## config.mk

```make
export PLATFORM = sky130hd
export DESIGN_NAME = alu_wide_seq
export DESIGN_NICKNAME = d
export VERILOG_FILES = /design/src/rtl/alu_wide_seq.sv
export SDC_FILE = /design/constraint.sdc
export NUM_CORES = 1
export LEC_CHECK = 0
export ABC_AREA = 1
export CORE_ASPECT_RATIO = 1.2
export CORE_MARGIN = 3
export CORE_UTILIZATION = 49
export DETAILED_ROUTE_END_ITERATION = 6
export PLACE_DENSITY = 0.82
export SYNTH_ARGS = -nofsm -noshare
export SYNTH_HDL_FRONTEND = slang
export SYNTH_SLANG_ARGS = --single-unit
```

## constraint.sdc

```tcl
create_clock -name clk -period 2.36 [get_ports clk]
set_clock_uncertainty 0.1 [all_clocks]
set_input_delay 0.472 -clock clk [delete_from_list [all_inputs] [get_ports clk]]
set_output_delay 0.472 -clock clk [all_outputs]
set_load 0.02 [all_outputs]
```

## src/rtl/alu_wide_seq.sv

```systemverilog
// Double-width ALU sequencer: runs one 2W-bit request through a W-bit ALU, low half then high half.
// Optional macro ALU_WIDE_SEQ_PIPE_EN lets a response handoff and a new accept share one edge.

package pkg_alu;
    localparam int unsigned alu_inout_width = 16;

    typedef enum logic [3:0] {
        alu_op_add = 4'd0,
        alu_op_adc = 4'd1,
        alu_op_sub = 4'd2,
        alu_op_sbc = 4'd3,
        alu_op_cmp = 4'd4,
        alu_op_and = 4'd5,
        alu_op_orr = 4'd6,
        alu_op_xor = 4'd7,
        alu_op_lsl = 4'd8,
        alu_op_lsr = 4'd9,
        alu_op_asr = 4'd10,
        alu_op_rol = 4'd11,
        alu_op_ror = 4'd12
    } alu_op;
endpackage

package pkg_pflags;
    localparam int unsigned proc_flags_msb_pos = 3;
    localparam int unsigned pf_slot_z = 0;
    localparam int unsigned pf_slot_c = 1;
    localparam int unsigned pf_slot_n = 2;
    localparam int unsigned pf_slot_v = 3;
endpackage

module alu_wide_seq #(
    parameter int unsigned W  = pkg_alu::alu_inout_width,
    parameter int unsigned FW = pkg_pflags::proc_flags_msb_pos + 1
) (
    input  logic           clk,
    input  logic           reset_n,

    input  logic           req_valid,
    output logic           req_ready,
    input  pkg_alu::alu_op req_oper,
    input  logic [2*W-1:0] req_a,
    input  logic [2*W-1:0] req_b,
    input  logic [FW-1:0]  req_flags,

    output pkg_alu::alu_op alu_oper,
    output logic [W-1:0]   alu_a,
    output logic [W-1:0]   alu_b,
    output logic [FW-1:0]  alu_flags_in,
    input  logic [W-1:0]   alu_out,
    input  logic [FW-1:0]  alu_flags_out,

    output logic           rsp_valid,
    input  logic           rsp_ready,
    output logic [2*W-1:0] rsp_result,
    output logic [FW-1:0]  rsp_flags,
    output logic           rsp_err
);
    import pkg_alu::*;

    localparam int unsigned SlotC = pkg_pflags::pf_slot_c;
    localparam int unsigned SlotZ = pkg_pflags::pf_slot_z;

    typedef enum logic [1:0] {StIdle, StLo, StHi, StRsp} state_e;

    function automatic logic op_supported(input alu_op op);
        case (op)
            alu_op_add, alu_op_adc, alu_op_sub, alu_op_sbc, alu_op_cmp,
            alu_op_and, alu_op_orr, alu_op_xor: return 1'b1;
            default:                            return 1'b0;
        endcase
    endfunction

    // The high half continues the carry/borrow chain started by the low half.
    function automatic alu_op hi_half_op(input alu_op op);
        case (op)
            alu_op_add, alu_op_adc:             return alu_op_adc;
            alu_op_sub, alu_op_sbc, alu_op_cmp: return alu_op_sbc;
            default:                            return op;
        endcase
    endfunction

    state_e         state_q, state_d;
    alu_op          op_q, op_d;
    logic [2*W-1:0] a_q, a_d;
    logic [2*W-1:0] b_q, b_d;
    logic [FW-1:0]  flags_q, flags_d;
    logic [W-1:0]   res_lo_q, res_lo_d;
    logic           c_lo_q, c_lo_d;
    logic           z_lo_q, z_lo_d;
    logic [2*W-1:0] result_q, result_d;
    logic [FW-1:0]  rflags_q, rflags_d;
    logic           err_q, err_d;
    logic [FW-1:0]  hi_flags;
    logic           accept;

    // Only C and Z of the ALU flags are consumed.
    logic unused_alu_flags;
    assign unused_alu_flags = ^alu_flags_out;

`ifdef ALU_WIDE_SEQ_PIPE_EN
    assign req_ready = (state_q == StIdle) || ((state_q == StRsp) && rsp_ready);
`else
    assign req_ready = (state_q == StIdle);
`endif

    assign accept     = req_valid && req_ready;
    assign rsp_valid  = (state_q == StRsp);
    assign rsp_result = result_q;
    assign rsp_flags  = rflags_q;
    assign rsp_err    = err_q;

    always_comb begin
        hi_flags        = flags_q;
        hi_flags[SlotC] = c_lo_q;
    end

    always_comb begin
        alu_oper     = alu_op_add;
        alu_a        = '0;
        alu_b        = '0;
        alu_flags_in = '0;
        unique case (state_q)
            StLo: begin
                alu_oper     = op_q;
                alu_a        = a_q[W-1:0];
                alu_b        = b_q[W-1:0];
                alu_flags_in = flags_q;
            end
            StHi: begin
                alu_oper     = hi_half_op(op_q);
                alu_a        = a_q[2*W-1:W];
                alu_b        = b_q[2*W-1:W];
                alu_flags_in = hi_flags;
            end
            default: begin
            end
        endcase
    end

    always_comb begin
        state_d  = state_q;
        op_d     = op_q;
        a_d      = a_q;
        b_d      = b_q;
        flags_d  = flags_q;
        res_lo_d = res_lo_q;
        c_lo_d   = c_lo_q;
        z_lo_d   = z_lo_q;
        result_d = result_q;
        rflags_d = rflags_q;
        err_d    = err_q;

        unique case (state_q)
            StIdle: begin
            end
            StLo: begin
                res_lo_d = alu_out;
                c_lo_d   = alu_flags_out[SlotC];
                z_lo_d   = alu_flags_out[SlotZ];
                state_d  = StHi;
            end
            StHi: begin
                result_d        = (op_q == alu_op_cmp) ? a_q : {alu_out, res_lo_q};
                rflags_d        = flags_q;
                rflags_d[SlotC] = alu_flags_out[SlotC];
                rflags_d[SlotZ] = z_lo_q & alu_flags_out[SlotZ];
                err_d           = 1'b0;
                state_d         = StRsp;
            end
            StRsp: begin
                if (rsp_ready) begin
                    state_d = StIdle;
                end
            end
            default: state_d = StIdle;
        endcase

        // An accept overrides the RSP->IDLE return when handoff and accept share an edge.
        if (accept) begin
            if (op_supported(req_oper)) begin
                op_d    = req_oper;
                a_d     = req_a;
                b_d     = req_b;
                flags_d = req_flags;
                state_d = StLo;
            end else begin
                result_d = req_a;
                rflags_d = req_flags;
                err_d    = 1'b1;
                state_d  = StRsp;
            end
        end
    end

    always_ff @(posedge clk or negedge reset_n) begin
        if (!reset_n) begin
            state_q  <= StIdle;
            op_q     <= alu_op_add;
            a_q      <= '0;
            b_q      <= '0;
            flags_q  <= '0;
            res_lo_q <= '0;
            c_lo_q   <= 1'b0;
            z_lo_q   <= 1'b0;
            result_q <= '0;
            rflags_q <= '0;
            err_q    <= 1'b0;
        end else begin
            state_q  <= state_d;
            op_q     <= op_d;
            a_q      <= a_d;
            b_q      <= b_d;
            flags_q  <= flags_d;
            res_lo_q <= res_lo_d;
            c_lo_q   <= c_lo_d;
            z_lo_q   <= z_lo_d;
            result_q <= result_d;
            rflags_q <= rflags_d;
            err_q    <= err_d;
        end
    end

endmodule

```

# Word-level counts from Yosys, hierarchy flattened
# Cells that the tools add are included.
totals:
  ram_bits: 0
  input_bits: 96
  register_bits: 129
  latchBits: 0
  mem_count: 0
  rom_bits: 0
op_classes:
  n_addsub: 0
  n_mul: 0
  reduce_logical: 8
  magnitude_cmp: 0
  mux: 21
  n_eq_ne: 8
  n_shift: 0
  bitwise_logic: 1
  div_mod_pow: 0
ops:
  columns: ["operator", "n"]
  rows:
  - ["two-way mux 32 bit", 4]
  - ["case mux 16 bit (2 select lines)", 2]
  - ["case mux 4 bit (2 select lines)", 3]
  - ["two-way mux 4 bit", 3]
  - ["equality test 4 x 2 -> 1 bit, second input constant", 2]
  - ["two-way mux 2 bit", 3]
  - ["case mux 2 bit (3 select lines)", 1]
  - ["two-way mux 1 bit", 5]
  - ["equality test 2 bit, second input constant", 2]
  - ["equality test 4 x 1 -> 1 bit, second input constant", 1]
  - ["equality test 4 x 3 -> 1 bit, second input constant", 1]
  - ["logical NOT 4 bit", 1]
  - ["AND reduction 2 bit", 2]
  - ["nonzero test 4 bit", 1]
  - ["!= test 3 x 1 -> 1 bit, second input constant", 1]
  - ["OR reduction 3 bit", 1]
  - ["equality test 2 x 1 -> 1 bit, second input constant", 1]
  - ["logical NOT 2 bit", 1]
  - ["OR reduction 2 bit", 1]
  - ["AND 1 bit", 1]
  - ["logical AND 1 bit", 1]

# Longest topological paths before layout
# Gate-level depths: netlist of run 1.
logic_depth:
  depth_word: 5
  depth_mapped: 12
  depth_no_buf: 9

# Worst setup path before layout of run 1
# OpenSTA, ideal clock, no wires.
synth_timing:
  kind: "register to output"
  startpoint: "register state_q[0]"
  endpoint: "output alu_oper[2]"
  path_stages_with_launch: 8
  setup_slack_ps: 223
  required_ps: 1788
  arrival_ps: 1565
  path_buffers: 3
  path_cell_list: "dfrtp_1 > inv_1 > ha_1 > buf_4 > buf_4 > buf_4 > a21oi_1 > nor3_1"
synth_between:
  elab_chain_cells: 2
  word_cells_on_any_way: 3
  classes_between: "eq/ne: 2; mux: 1"
synth_rtl:
  columns: ["item", "line_no", "rtl"]
  rows:
  - ["start, declared", "83", "state_e state_q, state_d;"]
  - ["start signal, assigned", "198", "state_q <= StIdle;"]
  - ["start signal, assigned", "210", "state_q <= state_d;"]
  - ["equality test 2 bit / equality test 2 x 1 -> 1 bit (equally long branches)", "123", "unique case (state_q)"]
  - ["case mux 4 bit (2 select lines) (*)", "123", null]
  - ["end, declared", "46", "output pkg_alu::alu_op alu_oper,"]
# Mark *: on every way between the ends. The rest lies on a longest branch, timed or not.

# Worst setup path after layout of run 1
layout_timing:
  startpoint: "register state_q[1]"
  endpoint: "output alu_flags_in[1]"
layout_between:
  elab_chain_cells: 2
  word_cells_on_any_way: 3
  classes_between: "eq/ne: 2; mux: 1"
layout_rtl:
  columns: ["item", "line_no", "rtl"]
  rows:
  - ["equality test 2 bit / equality test 2 x 1 -> 1 bit (equally long branches)", "123", null]
  - ["case mux 4 bit (2 select lines) (*)", "123", null]
  - ["end, declared", "49", "output logic [FW-1:0] alu_flags_in,"]
# Marked as above.

==> results of run 1 <==
==> kinds of logic (layout without fill, tap and decap cells) <==
logic type      count (synthesis)  after routing
simple gates                  531            531
fa+ha+maj                       5              5
buf+inv                       148            341
compound gates                 83             83
flops                         129            129
==> final cells by class <==
| class | instances | area, um2 |
|---|---|---|
| inverter | 94 | 353 |
| fill | 996 | 3580 |
| clock buffer | 23 | 478 |
| timing repair buffer | 215 | 2040 |
| multi-input combinational | 619 | 2820 |
| tap | 164 | 205 |
| clock inverter | 9 | 178 |
| sequential | 129 | 3230 |
==> path summary, 6_finish.rpt <==
check / start / to / cells after the start
max in group asynchronous: reset_n / rsp_result[14] / 3
setup / recovery: state_q[1] / alu_flags_in[1] / 6
hold / removal: a_q[28] / a_q[28] / 2
setup reg to reg: state_q[1] / rsp_result[18] / 10
min in group asynchronous: reset_n / rsp_result[23] / 2
hold reg to reg: a_q[28] / a_q[28] / 2
==> worst max-delay path: stages (launching register included) <==
cell and delay (ps):
dfrtp_1 410, inv_2 120, ha_4 230, buf_12 160, nand2_1 60, a21oi_1 190, buf_2 220
==> registers in the layout (all words and copies together) (netlist names), 2 cells and up <==
name	cells
op_q	4
b_q	32
state_q	2
res_lo_q	16
flags_q	4
rsp_result	32
a_q	32
rsp_flags	4
==> metrics by stage <==
stage | instances | cell area (um2) | hold WS (ps) | util (%)
3_5_place_dp | 1215 | 8550 | 337 | 66.3
2_1_floorplan | 896 | 6590 | 76.4 | -
4_1_cts | 1248 | 9110 | 372 | 70.7
3_3_place_gp | 1215 | 8550 | 334 | 66.3
6_report | 1253 | 9310 | 369 | 72.2
5_1_grt | 1253 | 9310 | 380 | 72.2
==> power groups by stage <==
stage	clock [mW]	sequential (mW)	combinational, mW
after floorplan	0	4.20	3.83
after global placement	0	3.91	6.76
after detailed placement	0	3.95	6.88
after CTS	2.94	3.94	6.80
after global routing	3.04	4.09	7.91
final	2.92	3.97	7.23
==> synth_stat cells (all sizes together) <==
| cell type | instances |
|---|---|
| nand3 | 51 |
| buf | 47 |
| nor2 | 28 |
| ha | 5 |
| dfrtp | 129 |
| nand3b | 16 |
| nor3 | 2 |
| nand4 | 16 |
| clkbuf | 7 |
| nand2 | 418 |
| o211ai | 1 |
| o21ai | 25 |
| a21oi | 53 |
| inv | 94 |
| a31oi | 4 |
==> routing by layer <==
layer | GRT usage, % | vias up
met5 | 0 | -
met4 | 10.8 | 0
met3 | 7.64 | 58
met2 | 46.9 | 329
met1 | 33.6 | 3034
li1 | - | 3135
==> repair_timing <==
action | in CTS | in global routing
buffers inserted | 0 | 4
hold buffers | 1 | 0
cloned | 0 | 1
endpoints found under the hold margin | 41 | 0
setup endpoints to repair | 41 | 41
resized for setup | 175 | 52
pin swaps | 0 | 12
==> flow_summary_export.csv, run 1 <==
group,metric,value,unit
setup_path,path_max_fanout,12,
finish,layout.nets,1177,
sta,final_min_period_over_clock_period,101,%
setup_path,criticalPathCategory,"reg2out",
synthesis,yosysWarnings,0,
route,routed_via_density,5.23,
power_and_ir_drop,p_int,8.13,mW
finish,diodes,0,
synthesis,synth-compound-area-share,6.42,%
placed_design,gp_congestion,0.884,
floorplan,pin_count,175,
finish,layout_common_cells,"nand2_1 (406), dfrtp_1 (129), clkdlybuf4s50_1 (129), inv_1 (86), nand3_1 (49)",
finish,layout_commonest_cell,"nand2_1",
setup_path,cp-start-kind,"register",
route,wire_per_inst,16.5,um
clocking,clock_sinks,129,
run,cap_violations,0,
sta,fmax,0.419,GHz
power_and_ir_drop,finalPower,14.1,mW
route,antenna_left,0,
sta,setup_tns,-40.4,ps
clocking,cts-root-buf,"clkbuf_16",
synthesis,synth_top_cell_area_share,49.0,%
synthesis,synthCells,896,
floorplan,die_h,133,um
grt,overflow,0,
sta,setup_viol,4,
finish,area_growth,41.3,%
power_and_ir_drop,peakVddDrop,882,uV
sta,drv_slew,0,
route,drc,0,
power_and_ir_drop,power_leakage,4.80,nW
route,num_vias,6556,
synthesis,synthesis.area,0.00659,mm2
grt,grt_pass1_wl,32.8,mm
synthesis,yosys.area_share.adder,0.949,%
setup_path,cp-end-kind,"output pin",
clocking,htreeDepth,4,
setup_path,critical_path_arrival,1810,ps
synthesis,synth.area.top_cells,"dfrtp_1 (49%), nand2_1 (24%), inv_1 (5.0%)",
synthesis,synth_top_family_by_area,"simple AND/OR/NAND/NOR gates",
clocking,clock_latency,410,ps
power_and_ir_drop,p_seq_share,28.1,%
synthesis,synth_largest_area_cell,"dfrtp_1",
setup_path,reg2reg_slack,530,ps
route,drt_wl_total,20.7,mm
placed_design,place_ws,-63.4,ps
grt,grt_max_degree,54,
placed_design,io_buffers,172,
synthesis,syn_area_per_cell,7.35,um2
power_and_ir_drop,p_comb_share,51.2,%
sta,period_minus_slack,2390,ps
clocking,cts_buffers,17,
synthesis,syn_nets,997,
route,dr.pass1.iters,5,
synthesis,ys_ff_latch,129,
synthesis,ys_seq_area_share,49.0,%
synthesis,synth.area.mux_share,0,%
sta,finalWorstSetupSlack,-25.9,ps
floorplan,die-area,0.0149,mm2
setup_path,required,1790,ps
power_and_ir_drop,switching_share,42.4,%
route,met1_length,7.67,mm
floorplan,initial_core_util,51.1,%
finish,layout-drive-gt1-share,14.3,%
floorplan,core,0.0129,mm2
sta,worst_slew_pin_slew,450,ps
power_and_ir_drop,power_frac_clock,20.7,%
synthesis,synth_cell_types,22,
grt,antenna_found_initial,0,
route,wl_met2,10.3,mm
power_and_ir_drop,netSwitchingPower,5.99,mW
floorplan,row_count,45,
clocking,cts_tree,"done",
placed_design,hpwl,13.5,mm
sta,rsz0062_at_grt,"yes",
run_status,status,"finished with violations",
route,dr_wl_met3,2.02,mm
worst_hold_path,hold_class,"reg2reg",
power_and_ir_drop,p_per_area,1520,mW/mm2
grt,grt_pass1_vias,6411,
synthesis,synth_simple_gate_area_share,33.3,%
floorplan,fp.dieW,112,um
grt,track_usage,27.8,%
route,highest_layer,"met4",
route,drtIter0Drc,523,
clocking,clk_pin_slew_worst_paths,60,ps
sta,relSlewSlack,70.0,%
run_status,violations,"setup timing",
synthesis,synth_xor_area_share,0,%
clocking,cts_buffer_depth,2,
sta,timing.final.hold_violations,0,
(Power assumes the default switching activity.)
==> inputs of run 2 (changes only) <==
--- a/config.mk
+++ b/config.mk
@@ -8,9 +8,10 @@
 export ABC_AREA = 1
 export CORE_ASPECT_RATIO = 1.2
 export CORE_MARGIN = 3
-export CORE_UTILIZATION = 49
+export CORE_UTILIZATION = 44
+export CTS_CLUSTER_DIAMETER = 30
 export DETAILED_ROUTE_END_ITERATION = 6
-export PLACE_DENSITY = 0.82
+export PLACE_DENSITY = 0.77
 export SYNTH_ARGS = -nofsm -noshare
 export SYNTH_HDL_FRONTEND = slang
 export SYNTH_SLANG_ARGS = --single-unit
==> constraint.sdc (replaced) <==
create_clock -name clk -period 2.1 [get_ports clk]
set_clock_uncertainty 0.1 [all_clocks]
set_input_delay 0.42 -clock clk [delete_from_list [all_inputs] [get_ports clk]]
set_output_delay 0.42 -clock clk [all_outputs]
set_load 0.02 [all_outputs]
==> run 2 against run 1 <==
The flow still finishes with violations (setup timing). Combinational power grew 33%. Critical path depth grew 1. Setup slack lost 230 ps. Count of clock-buffer cells in the layout grew 2. Sequential share of layout area shrank 1.9 points. First-iteration DRC count shrank 0.57%. Register-to-register slack lost 310 ps. Final area grew 5.7%. Hold slack lost 0.63 ps. Global-route usage shrank 2.9 points. Cell count grew 3.3%. Critical endpoint is now alu_oper[2].
==> flow_summary_export.csv, run 2 (synthesized netlist as in run 1, its figures left out) <==
group,metric,value,unit
run_status,status,"finished with violations",
run_status,violations,"setup timing",
clocking,cts_buffer_depth,2,
finish,multiInputGateArea,0.00311,mm2
grt,grt_max_degree,49,
placed_design,gp_congestion,0.938,
finish,ff_latch_area,0.00323,mm2
floorplan,die_h,140,um
setup_path,cp-end-kind,"output pin",
setup_path,path_max_fanout,8,
setup_path,critical_path_arrival,1840,ps
placed_design,place_ws,-270,ps
power_and_ir_drop,finalPower,16.9,mW
setup_path,cp_common_cell,"buf_6",
clocking,htreeDepth,4,
finish,diodes,0,
floorplan,initial_core_util,45.3,%
placed_design,io_buffers,172,
power_and_ir_drop,p_per_area,1720,mW/mm2
power_and_ir_drop,p_seq_share,26.3,%
route,drtIter0Drc,520,
route,drc,0,
setup_path,worstPathCellList,"inv_2 > buf_6 > ha_4 > inv_8 > buf_12 > nor3_4 > buf_6",
finish,layout-drive-gt1-share,16.8,%
sta,finalWorstSetupSlack,-260,ps
floorplan,core,0.0145,mm2
sta,holdWs,368,ps
finish,layout.nets,1184,
placed_design,hpwl,14.0,mm
route,antenna_left,0,
setup_path,crit_family,"buffers and inverters",
finish,layout_common_cells,"nand2_1 (405), dfrtp_1 (129), clkdlybuf4s50_1 (129), inv_1 (86), nand3_1 (50)",
power_and_ir_drop,p_int,9.60,mW
grt,grt_pass1_wl,32.5,mm
sta,rsz0062_at_grt,"yes",
sta,fmax,0.424,GHz
power_and_ir_drop,power_leakage,4.89,nW
grt,grt_pass1_vias,6341,
setup_path,cp-start-kind,"register",
setup_path,slowest_stage,"dfrtp_1",
clocking,cts_tree,"done",
clocking,clock_sinks,129,
floorplan,die-area,0.0165,mm2
setup_path,criticalPathCategory,"reg2out",
finish,layout_commonest_cell,"nand2_1",
clocking,clock_latency,420,ps
route,num_vias,6579,
setup_path,slowest_delay,380,ps
sta,final_min_period_over_clock_period,112,%
finish,fill_cells,1195,
route,wire_per_inst,16.5,um
power_and_ir_drop,netSwitchingPower,7.33,mW
sta,drv_slew,0,
floorplan,fp.dieW,118,um
sta,worst_slew_pin_slew,420,ps
route,drt_wl_total,21.4,mm
sta,period_minus_slack,2360,ps
power_and_ir_drop,p_comb_share,56.7,%
grt,track_usage,24.9,%
finish,fin_util,67.7,%
sta,setup_viol,40,
power_and_ir_drop,switching_share,43.3,%
grt,antenna_found_initial,0,
setup_path,required,1580,ps
route,dr.pass1.iters,5,
worst_hold_path,hold_class,"reg2reg",
floorplan,row_count,48,
clocking,cts-root-buf,"clkbuf_16",
power_and_ir_drop,power_frac_clock,17.0,%
finish,instances_no_fill,1294,
clocking,clk_pin_slew_worst_paths,50,ps
placed_design,dp_cells,1252,
clocking,cts_buffers,17,
run,cap_violations,0,
route,routed_via_density,5.08,
grt,overflow,0,
floorplan,pin_count,175,
finish,area_growth,49.4,%
power_and_ir_drop,peakVddDrop,1240,uV
setup_path,critPathBufInv,5,
sta,timing.final.hold_violations,0,
sta,relSlewSlack,72.0,%
-- run 2: cell count changes in the layout (fill, tap and decap cells not counted), moves of 3 or more --
cell / delta
a21oi_1: -20
a21oi_4: +20
buf_12: +3
buf_2: -18
buf_4: -5
buf_6: +22
bufinv_16: -3
clkbuf_16: +3
nand2_2: -3
nand2_4: +3
-- run 2: power groups by stage --
stage | clock network, mW | logic [mW] | registers, mW
finish | 2.89 | 9.60 | 4.45
global route | 3.03 | 10.4 | 4.59
CTS | 2.91 | 8.09 | 4.40
detailed placement | 0 | 7.94 | 4.43
global placement | 0 | 7.82 | 4.40
floorplan | 0 | 4.30 | 4.72
-- run 2: path summary, 6_finish.rpt --
kind	startpoint	endpoint	slack, ps	cells past startpoint
min in group asynchronous	reset_n	rsp_result[24]	380	2
setup reg to reg	state_q[1]	rsp_result[19]	220	10
hold / removal	a_q[19]	a_q[19]	370	2
hold reg to reg	a_q[19]	a_q[19]	370	2
setup / recovery	state_q[0]	alu_oper[2]	-260	7
max in group asynchronous	reset_n	b_q[4]	930	3
-- run 2: metal layers --
metal	GRT usage [%]	wire, um
met1	29.2	8210
met4	9.14	558
met2	43.7	10800
met5	0	0
met3	6.99	1850
-- run 2: metrics by stage --
stage / instance area, um2 / TNS, ps
finish: 9840 / -8460
global placement: 8660 / -8270
floorplan: 6590 / 0
global route: 9840 / -10650
CTS: 9250 / -5370
detailed placement: 8660 / -8450
-- run 2: layout make-up --
| class | count | share of cell area, % |
|---|---|---|
| tap | 200 | 2.54 |
| clock buffer | 25 | 5.03 |
| timing repair buffer | 222 | 23.6 |
| multi-input combinational | 619 | 31.6 |
| clock inverter | 5 | 0.788 |
| sequential | 129 | 32.8 |
| inverter | 94 | 3.66 |
-- run 2: worst register-to-register path: stages (launching register included) --
cell and delay, ps:
dfrtp_1 390, buf_6 130, ha_4 210, inv_2 140
buf_4 380, nand2_1 90, nand2_1 80, inv_1 30
nand2_1 50, inv_1 30, a21oi_1 160
-- run 2: timing repair --
action | 4_1_cts | 5_1_grt
cloned | 0 | 5
setup endpoints to repair | 42 | 42
hold buffers | 1 | 0
buffers inserted | 1 | 5
endpoints found under the hold margin | 36 | 0
pin swaps | 1 | 7
resized for setup | 231 | 98
==> inputs of run 3 (changes only) <==
--- a/config.mk
+++ b/config.mk
@@ -11,6 +11,7 @@
 export CORE_UTILIZATION = 44
 export CTS_CLUSTER_DIAMETER = 30
 export DETAILED_ROUTE_END_ITERATION = 6
+export HOLD_SLACK_MARGIN = 0.1
 export PLACE_DENSITY = 0.77
 export SYNTH_ARGS = -nofsm -noshare
 export SYNTH_HDL_FRONTEND = slang
==> results of run 3 <==
The final DEF is identical to that of run 2; final timing and power are the same.
